<file path="src/rtl/interrupt_pkg.sv">
// Shared interrupt definitions: controller FSM states and the instruction
// encodings also used by the CPU's interrupt-injection FSM.
package interrupt_pkg;

  typedef enum logic [1:0] {
    S_IDLE,
    S_REQ,
    S_INJECT,
    S_SERVICE
  } irq_state_e;

  localparam logic [4:0]  OPC_JUMP   = 5'b10100;
  localparam logic [31:0] INSTR_NOOP = 32'h7800_0000;

  // Jump target wraps within the 27-bit field.
  function automatic logic [31:0] jump_instr(input logic [26:0] base,
                                             input logic [26:0] stride,
                                             input logic [26:0] idx);
    logic [26:0] target;
    target = base + idx * stride;
    return {OPC_JUMP, target};
  endfunction

endpackage

</file>
<file path="src/rtl/interrupt_controller_if.sv">
// Bundle between interrupt sources/CPU (master) and the interrupt controller (slave).
interface interrupt_controller_if #(
  parameter int NUM_SRC = 4,
  parameter int ID_W    = (NUM_SRC > 1) ? $clog2(NUM_SRC) : 1
);

  logic [NUM_SRC-1:0] irq_in;
  logic [NUM_SRC-1:0] irq_mask;
  logic               ACK;
  logic               int_done;
  logic               INT;
  logic [31:0]        INT_INSTR;
  logic [ID_W-1:0]    active_id;
  logic               in_service;
  logic [NUM_SRC-1:0] pending;

  modport master (
    output irq_in, irq_mask, ACK, int_done,
    input  INT, INT_INSTR, active_id, in_service, pending
  );

  modport slave (
    input  irq_in, irq_mask, ACK, int_done,
    output INT, INT_INSTR, active_id, in_service, pending
  );

endinterface

</file>
<file path="src/rtl/irq_pending_reg.sv">
// Rising-edge detector with sticky pending bits; a coincident set beats a clear.
module irq_pending_reg #(
  parameter int WIDTH = 4
) (
  input  logic             clk,
  input  logic             rst,
  input  logic [WIDTH-1:0] irq_i,
  input  logic [WIDTH-1:0] clr_i,
  output logic [WIDTH-1:0] pending_o
);

  logic [WIDTH-1:0] prev_q;
  logic [WIDTH-1:0] pending_q, pending_d;
  logic [WIDTH-1:0] rise;

  assign rise      = irq_i & ~prev_q;
  // Repeat edges merge into an already-set bit; OR-ing the set last lets it win.
  assign pending_d = (pending_q & ~clr_i) | rise;

  // NOTE: sequential state uses non-blocking (<=) so every register samples
  // pre-edge values, regardless of the order the always_ff blocks run in.
  always_ff @(posedge clk) begin
    if (rst) begin
      prev_q    <= '0;
      pending_q <= '0;
    end else begin
      prev_q    <= irq_i;
      pending_q <= pending_d;
    end
  end

  assign pending_o = pending_q;

endmodule

</file>
<file path="src/rtl/interrupt_controller.sv">
// Priority interrupt controller: arbitrates pending sources, requests the CPU,
// injects a vectored jump after ACK, then waits for return-from-interrupt.
module interrupt_controller
  import interrupt_pkg::*;
#(
  parameter int          NUM_SRC    = 4,
  parameter logic [26:0] VEC_BASE   = 27'h0002100,
  parameter logic [26:0] VEC_STRIDE = 27'h0000040
) (
  input  logic clk,
  input  logic rst,
  interrupt_controller_if.slave bus
);

  localparam int ID_W = (NUM_SRC > 1) ? $clog2(NUM_SRC) : 1;

  irq_state_e         state_q, state_d;
  logic [ID_W-1:0]    active_id_q, active_id_d;
  logic               int_q;
  logic [NUM_SRC-1:0] pending;
  logic [NUM_SRC-1:0] pend_clr;
  logic [NUM_SRC-1:0] req_vec;
  logic               req_any;
  logic [ID_W-1:0]    sel_id;

  irq_pending_reg #(.WIDTH(NUM_SRC)) u_pending (
    .clk       (clk),
    .rst       (rst),
    .irq_i     (bus.irq_in),
    .clr_i     (pend_clr),
    .pending_o (pending)
  );

  assign req_vec = pending & bus.irq_mask;
  assign req_any = |req_vec;

  // Scan high to low so the lowest enabled index is the one left standing.
  always_comb begin
    sel_id = '0;
    for (int i = NUM_SRC - 1; i >= 0; i--) begin
      if (req_vec[i]) sel_id = ID_W'(i);
    end
  end

  always_comb begin
    pend_clr = '0;
    if (state_q == S_REQ && bus.ACK) pend_clr[active_id_q] = 1'b1;
  end

  // NOTE: every always_comb output gets a default first; a path that leaves
  // one unassigned would infer a latch.
  always_comb begin
    state_d     = state_q;
    active_id_d = active_id_q;
    unique case (state_q)
      S_IDLE: begin
        if (req_any) begin
          state_d     = S_REQ;
          active_id_d = sel_id;
        end
      end
      S_REQ:     if (bus.ACK) state_d = S_INJECT;
      S_INJECT:  state_d = S_SERVICE;
      S_SERVICE: if (bus.int_done) state_d = S_IDLE;
      default:   state_d = S_IDLE;
    endcase
  end

  always_ff @(posedge clk) begin
    if (rst) begin
      state_q     <= S_IDLE;
      active_id_q <= '0;
      int_q       <= 1'b0;
    end else begin
      state_q     <= state_d;
      active_id_q <= active_id_d;
      int_q       <= (state_d == S_REQ);
    end
  end

  assign bus.INT        = int_q;
  assign bus.active_id  = active_id_q;
  assign bus.in_service = (state_q == S_INJECT) || (state_q == S_SERVICE);
  assign bus.pending    = pending;
  assign bus.INT_INSTR  = (state_q == S_INJECT)
                          ? jump_instr(VEC_BASE, VEC_STRIDE, 27'(active_id_q))
                          : INSTR_NOOP;

endmodule

</file>
<file path="src/flat_wrapper.sv">
// flat-port wrapper written by rule: the top's interface ports become plain ports
module interrupt_controller_flat import interrupt_pkg::*;
#(
  parameter int          NUM_SRC    = 4,
  parameter logic [26:0] VEC_BASE   = 27'h0002100,
  parameter logic [26:0] VEC_STRIDE = 27'h0000040
)
  (clk, rst, bus_irq_in, bus_irq_mask, bus_ACK, bus_int_done, bus_INT, bus_INT_INSTR, bus_active_id, bus_in_service, bus_pending);
  interrupt_controller_if #(.NUM_SRC(NUM_SRC)) bus_i ();
  input  logic clk;
  input  logic rst;
  input wire logic [$bits(bus_i.irq_in)-1:0] bus_irq_in;
  input wire logic [$bits(bus_i.irq_mask)-1:0] bus_irq_mask;
  input wire logic [$bits(bus_i.ACK)-1:0] bus_ACK;
  input wire logic [$bits(bus_i.int_done)-1:0] bus_int_done;
  output wire logic [$bits(bus_i.INT)-1:0] bus_INT;
  output wire logic [$bits(bus_i.INT_INSTR)-1:0] bus_INT_INSTR;
  output wire logic [$bits(bus_i.active_id)-1:0] bus_active_id;
  output wire logic [$bits(bus_i.in_service)-1:0] bus_in_service;
  output wire logic [$bits(bus_i.pending)-1:0] bus_pending;
  assign bus_i.irq_in = bus_irq_in;
  assign bus_i.irq_mask = bus_irq_mask;
  assign bus_i.ACK = bus_ACK;
  assign bus_i.int_done = bus_int_done;
  assign bus_INT = bus_i.INT;
  assign bus_INT_INSTR = bus_i.INT_INSTR;
  assign bus_active_id = bus_i.active_id;
  assign bus_in_service = bus_i.in_service;
  assign bus_pending = bus_i.pending;
  interrupt_controller #(.NUM_SRC(NUM_SRC), .VEC_BASE(VEC_BASE), .VEC_STRIDE(VEC_STRIDE)) u_core (.clk(clk), .rst(rst), .bus(bus_i));
endmodule
</file>
<file path="config.mk">
export PLATFORM = sky130hd
export DESIGN_NAME = interrupt_controller_flat
export DESIGN_NICKNAME = d
export VERILOG_FILES = /design/src/rtl/interrupt_pkg.sv /design/src/rtl/interrupt_controller_if.sv /design/src/rtl/irq_pending_reg.sv /design/src/rtl/interrupt_controller.sv /design/src/flat_wrapper.sv
export SDC_FILE = /design/constraint.sdc
export NUM_CORES = 1
export LEC_CHECK = 0
export ABC_AREA = 1
export CORE_ASPECT_RATIO = 1.5
export CORE_MARGIN = 5
export CORE_UTILIZATION = 38
export CTS_CLUSTER_DIAMETER = 40
export DETAILED_ROUTE_END_ITERATION = 6
export GPL_TIMING_DRIVEN = 0
export PLACE_DENSITY = 0.85
export SLEW_MARGIN = 20
export SYNTH_ARGS = -nofsm -noshare
export SYNTH_HDL_FRONTEND = slang
export SYNTH_HIERARCHICAL = 1
export SYNTH_SLANG_ARGS = --single-unit
</file>
<file path="constraint.sdc">
create_clock -name clk -period 2.7 [get_ports clk]
set_clock_uncertainty 0.1 [all_clocks]
set_input_delay 0.27 -clock clk [delete_from_list [all_inputs] [get_ports clk]]
set_output_delay 0.27 -clock clk [all_outputs]
set_load 0.02 [all_outputs]
</file>
==> results of run 1 <==
## metrics by stage
step / util [%] / power [mW] / area, um^2 / hold WS, ps / worst slack [ps]
3_3_place_gp: 58.1 / 0.454 / 1160 / 347 / 872
2_1_floorplan: - / 0.380 / 866 / 239 / 907
6_report: 59.4 / 0.569 / 1190 / 379 / 523
3_5_place_dp: 58.1 / 0.460 / 1160 / 364 / 789
5_1_grt: 59.4 / 0.602 / 1190 / 416 / 374
4_1_cts: 59.4 / 0.575 / 1190 / 383 / 473
## layer usage
layer,routed length (um),vias up
met5,0,-
met2,881,36
met3,235,0
met4,0,0
met1,559,311
li1,-,396
## area by class of cell
class	count	area (um^2)
buffer	29	214
clock buffer	4	26.3
fill	208	812
inverter	20	75.1
multi-input combinational	75	317
sequential	13	260
tap	22	27.5
timing repair buffer	27	270
## state kept, by name (all words and copies together) (netlist names)
name	count
u_core/bus.active_id	2
u_core/u_pending/pending_o	4
u_core/bus.INT	1
u_core/u_pending/prev_q	4
u_core/state_q	2
## cells in the final DEF, fill, tap and decap left out, types with 2 or more instances in the layout
master           netlist  routed
nor2_1                 9       9
clkbuf_1               1       2
inv_1                 19      19
dfxtp_1               13      13
clkbuf_4               0       3
conb_1                 2      24
a21oi_1                2       2
nand3_1               11      11
nor3_1                 4       4
buf_4                 28      28
clkdlybuf4s50_1        0      27
nand2_1               22      22
## cell families after synthesis
logic type | Yosys count | synth area share [%]
other cells | 2 | 0.959
flops | 13 | 33.2
buf+inv | 49 | 36.9
compound gates | 3 | 2.72
simple gates | 48 | 26.2
## where the power goes
part	switching, mW	internal, mW
registers	0.0157	0.213
clock network	0.0559	0.0571
logic	0.122	0.105
## synthesized netlist by cell type, drive strengths merged
cell	number
dfxtp	13
nor2	10
nor3	4
nand3	11
conb	2
o21bai	1
inv	20
nand3b	1
clkbuf	1
buf	28
nand2	22
a21oi	2
## path summary, 6_finish.rpt
check                                                endpoint  slack [ps]  depth (start not counted)
worst max register to register  u_core/u_pending/pending_o[2]        1470                          6
worst min-delay path            u_core/u_pending/pending_o[2]         380                          3
worst min register to register  u_core/u_pending/pending_o[2]         380                          3
worst max-delay path                         bus_INT_INSTR[6]         520                          5
## critical path: stages (launching register included)
cell and delay, ps:
dfxtp_1 390, inv_1 90, nor2_1 210, inv_1 130
nor2_1 110, clkdlybuf4s50_1 610
==> results.md, run 1 <==
Status:
- The flow ran to the end, and the final reports show no timing, DRC or antenna violations.

Logic synthesis:
- A synthesized cell averages slightly below 7 um^2.
- Synthesis produced around 120 cells.
- Counting flops and latches in the post-synthesis netlist gives 13.
- Yosys printed 6 warnings.
- The number of different library cells used by synthesis comes to 14.
- The biggest area contributor in the post-synthesis netlist is dfxtp_1.
- The fraction of post-synthesis cell area in the top cell type by area is about a third.
- The sequential-to-total area share from yosys stat is 33.2%.
- Summing every instance area after synthesis gives 783 um^2.
- After synthesis, the cell types taking the most area are dfxtp_1, buf_4, nand2_1.

Worst setup path:
- The highest fanout seen on the critical path is 5.
- The nature of the critical path startpoint is a flip-flop.
- The worst register-to-register path begins at u_core/state_q[1].
- The critical path in this run is classified as reg2out.
- The kind of end point of the critical path is a primary output.
- STA puts the critical path data arrival time at roughly 1800 ps.
- Tracing the worst setup path back leads to its startpoint at u_core/state_q[1].
- The required time of the worst setup path is 2330 ps.

Route:
- The antenna violation net count after detailed routing is 0.
- The detailed router's first-iteration violation count is 8.
- The total DRC errors in the routed layout is 0.
- Across all layers, the routed design uses between 700 and 800 vias.
- The number of search-and-repair iterations in the first detailed-routing pass is 4.
- Summed over all layers, the routed wires come to between 1.5 and 2 mm.
- The routed length per instance is 8.83 um.
- The via-per-instance ratio is approximately 3.9.

Worst hold path:
- The path class of the tightest hold or removal check is reg2reg.
- The beginning of the worst hold path is u_core/u_pending/prev_q[2].

Clocking:
- TritonCTS built the clock tree.
- The clock passes through at most 2 buffers.
- The number of hold buffers added after CTS was 0.
- The clock net in this run drives a total of 13 sinks.
- The H-tree level count is 1.
- The latest clock arrival within the worst-skew pair is about 260 ps.
- The total clock buffers created by CTS is 3.
- Once the clock tree was built, the resizer swapped 0 gates to a different size.
- The clock tree root buffer cell is clkbuf_4.
- The register clock-pin slew on the reported worst setup and hold paths is 70 ps.
- Once the clock tree was built, the setup fixing pass inserted 0 buffers.

GRT:
- The busiest layer in global routing is met2.
- The global routing usage on met2 is about a fifth.
- Entering global routing, the biggest net connects 9 pins.
- For this run, the total global-route usage over all layers was measured as about 11%.
- The global-route wire length before repair is about 2.5 mm.
- For this run, global-route usage on met1 was measured as 10.0%.
- Global routing consumed, on the met3 layer, approximately 2.5% of the routing resources.
- After global routing the overflow that remains totals 0.
- The via count of the first global-routing pass is around 660.
- The number of antenna violations at the first check in global routing came to 0.

Die:
- The die is 47.1 um wide.
- The total area inside the core boundary comes to approximately 0.002 mm^2.
- The placement row count is 20.
- In this run the vertical extent of the chip is about 66 um.
- The full die area is just over 0.003 mm^2.
- During I/O placement, the number of pins put on the boundary was 52.
- Once the floorplan was initialized, standard cells occupied 39.1% of the core.

Job:
- The max-cap check violation count is 0.

Final layout:
- The area growth from synthesis to layout is 51.9%.
- The share of layout cells above drive strength 1 is around 20%.
- The count of antenna diodes in the layout is 0.
- The number of nets in the layout is roughly 180.
- For this run, the number of standard cells in the final layout without fillers is 190.

Timing:
- Summed over all failing endpoints, the final setup total negative slack is 0 ps.
- The number of slew-limit violations in the final report is 0.
- The upper clock frequency limit is around 460 MHz.
- The share of the clock period used by the worst path is between 80% and 90%.
- The number of hold-slack violations in the final timing report was 0.
- The total setup violations reported at the end of the flow is 0.
- The minimum clock period after layout is approximately 2200 ps.
- Setup repair after global routing left no endpoint under its margin.

Pwr:
- The power per unit of standard cell area is 478 mW/mm^2.
- The worst vdd rail ir drop is 0.352 mV.
- The leakage component of the power is 0.644 nW.

Placed design:
- Routability-driven placement finished with a final weighted congestion of about 0.73.
- Detailed placement ended at an HPWL of roughly 1.5 mm.
- Once placement completed, the tool counted placed cells totaling ~190.
- The count of input and output buffers is 27.
Power figures use the tool's default switching activity.
==> inputs of run 2 (changes only) <==
--- a/config.mk
+++ b/config.mk
@@ -8,11 +8,11 @@
 export ABC_AREA = 1
 export CORE_ASPECT_RATIO = 1.5
 export CORE_MARGIN = 5
-export CORE_UTILIZATION = 38
+export CORE_UTILIZATION = 35
 export CTS_CLUSTER_DIAMETER = 40
 export DETAILED_ROUTE_END_ITERATION = 6
 export GPL_TIMING_DRIVEN = 0
-export PLACE_DENSITY = 0.85
+export PLACE_DENSITY = 0.79
 export SLEW_MARGIN = 20
 export SYNTH_ARGS = -nofsm -noshare
 export SYNTH_HDL_FRONTEND = slang
==> constraint.sdc (replaced) <==
create_clock -name clk -period 2.1 [get_ports clk]
set_clock_uncertainty 0.1 [all_clocks]
set_input_delay 0.21 -clock clk [delete_from_list [all_inputs] [get_ports clk]]
set_output_delay 0.21 -clock clk [all_outputs]
set_load 0.02 [all_outputs]
==> results.md, run 2 (synthesized netlist as in run 1, its figures left out) <==
Status:
- The run finished with clean final reports.

Clocking:
- The cell sitting at the root of the clock tree is a clkbuf_4.
- The H-tree level count is 1.
- The clock reaches the later pin of the worst-skew pair after between 200 and 300 ps.
- The post-CTS setup buffer count is 0.
- Clock-pin slew was measured on the worst setup and hold paths at 70 ps.
- The maximum number of buffers from clock root to sink is 2.
- The total clock buffers created by CTS is 3.
- The CTS tree is built.
- The clock net in this run drives a total of 13 sinks.

Worst setup path:
- In this run the critical register-to-register path is launched from u_core/state_q[0].
- Of all nets on the critical path, the largest fanout is 4.
- Walking the worst path, the cells encountered are inv_1 > nor2_2 > buf_4 > clkdlybuf4s50_1.
- The required time of the worst setup path is roughly 1800 ps.
- The nature of the critical path startpoint is a flip-flop.
- Data on the critical path arrives at its endpoint at around 1600 ps.
- The logic depth of the worst setup path including buffers is 4.
- The worst setup path is captured at a primary output.
- The number of buffer and inverter instances along the worst setup path is 3.
- On the critical path the largest part of the delay comes from buffers and inverters.
- The setup check on the worst reg-to-reg path leaves a slack of 880 ps.
- The largest single stage delay on the critical path is 600 ps.
- The endpoint identified for the worst register-to-register timing path is u_core/u_pending/pending_o[0].
- The category of the critical setup timing path is reg2out.
- The slowest stage of the critical path is the clkdlybuf4s50_1 cell.
- The worst register-to-register path has a depth of 5.

Pwr:
- For this design the static power due to leakage is around 0.66 nW.
- The worst vdd rail ir drop is about 0.31 mV.
- The power per unit of standard cell area is 612 mW/mm^2.

Final layout:
- The number of antenna diodes in the final layout is 0.
- Leaving out fill and tap cells, the most frequent cells in the layout are buf_4, conb_1, clkdlybuf4s50_1.
- The filler cells instantiated in the layout total about 230.
- For this run, the post-layout net count is around 180.
- Cells with a size suffix above 1 make up a little over a fifth of the layout.
- Leaving out fill and tap cells, the most frequent cell in the layout is buf_4.
- The count of cells in the finished layout, fillers not included, comes to approximately 190.
- From synthesis to final layout, the design area changed by 52.7%.

Worst hold path:
- The type of the most critical hold path is reg2reg.
- In this run the most critical hold path is launched from u_core/u_pending/prev_q[3].
- The worst hold path terminates at u_core/u_pending/pending_o[3].
- The worst hold path was traced through 3 stages.

Die:
- between 50 and 60 I/O pins were placed.
- The area of the placeable core is approximately 0.0022 mm^2.
- The die covers about 0.0033 mm^2.
- The floorplan step set the die width to between 40 and 50 um.
- The placement row count is 21.
- Measured along the y axis, the die boundary spans 67.9 um.
- The initial core utilization is a little over a third.

GRT:
- The number of antenna violations at the first check in global routing is 0.
- The via count of the first global-routing pass was between 700 and 800.
- Entering global routing, the biggest net connects 9 pins.
- Summed over all layers, the global routing overflow is 0.
- The first global-routing pass estimated slightly below 3 mm of wire.
- Global routing consumed, over all layers together, 10.7% of the routing resources.

Placed design:
- The global placement routability congestion is roughly 0.8.
- Counting tap cells, the placed design contains a total of ~190 instances.
- The count of input and output buffers is 27.
- Once detailed placement completed, the half-perimeter wirelength came to about 1.5 mm.

Route:
- After detailed routing, the number of remaining DRC violations is 0.
- The via-per-instance ratio is a little under 4.
- The count of nets left with antenna violations once routing finished came out at 0.
- The wire length on met2 is 922 um.
- Detailed routing inserted a total of 757 vias.
- In this run the top signal layer used is met4.
- Wire segments on met3 add up to 179 um in the final route.
- In the final routing, the length of wire on met1 measures 578 um.
- The routed length per instance is between 8 and 9 um.
- The final layout contains routed wiring with a total length of 1.69 mm.
- The first TritonRoute pass finished after 4 iterations.
- The detailed router finished its first iteration with 27 violations.

Timing:
- The worst path needs ~1900 ps of the cycle, external delays included.
- The share of the clock period used by the worst path is a little over 90%.
- The number of slew-limit violations in the final report is 0.
- The upper clock frequency limit is around 520 MHz.
- Setup repair after global routing left no endpoint under its margin.
- Setup violations remaining at the end of the flow were counted as 0.
- The number of hold-slack violations in the final timing report was 0.
- Adding up every negative setup slack in the final design gives 0 ps.

Job:
- The max-cap check violation count is 0.
-- run 2: cell types whose count changed in the layout (fill, tap and decap cells not counted), sizes merged --
cell / change
dlygate4sd2: +2
dlymetal6s2s: +2
clkdlybuf4s50: -4
-- run 2: worst min-delay path, cell delays in order (launching register included) --
cell and delay, ps:
dfxtp_1 300, inv_1 40, nand3_1 60, nand2_1 50
-- run 2: area by class of cell --
cell class / instances / area [um^2] / share of cell area [%]
timing repair buffer: 27 / 273 / 22.8
inverter: 20 / 75.1 / 6.28
sequential: 13 / 260 / 21.8
clock buffer: 4 / 26.3 / 2.20
buffer: 29 / 214 / 17.9
tap: 23 / 28.8 / 2.41
multi-input combinational: 75 / 319 / 26.7
-- run 2: through the flow --
stage                     total power [mW]  instance area (um^2)  setup WS [ps]  hold slack [ps]  utilization (%)
after CTS                            0.739                  1190           15.1              374             54.5
after global placement               0.585                  1160            323              349             53.4
final                                0.732                  1200            182              369             54.8
after floorplan                      0.489                   866            367              179                -
after global routing                 0.781                  1200           71.0              393             54.8
after detailed placement             0.592                  1160            242              358             53.4
-- run 2: timing repair --
item | CTS | global route
setup endpoints to repair | 2 | 5
hold endpoints to repair | 0 | 0
hold buffers | 0 | 0
resized for setup | 2 | 3
-- run 2: layer usage --
layer	global-route usage, %	up-vias
li1	-	398
met1	9.21	323
met2	21.4	34
met3	4.14	2
met4	4.71	0
met5	0	-
-- run 2: worst max-delay path by stage --
stage                      start                end  slack [ps]
4_1_cts        u_core/state_q[1]  bus_INT_INSTR[28]          20
2_1_floorplan  u_core/state_q[1]   bus_INT_INSTR[6]         370
3_5_place_dp   u_core/state_q[1]   bus_INT_INSTR[6]         240
6_report       u_core/state_q[1]  bus_INT_INSTR[31]         180
3_3_place_gp   u_core/state_q[1]   bus_INT_INSTR[7]         320
5_1_grt        u_core/state_q[1]  bus_INT_INSTR[31]          70
-- run 2: where the power goes --
part	switching, mW	internal (mW)
sequential	0.0210	0.274
clock	0.0723	0.0734
combinational	0.157	0.134
total	0.250	0.481
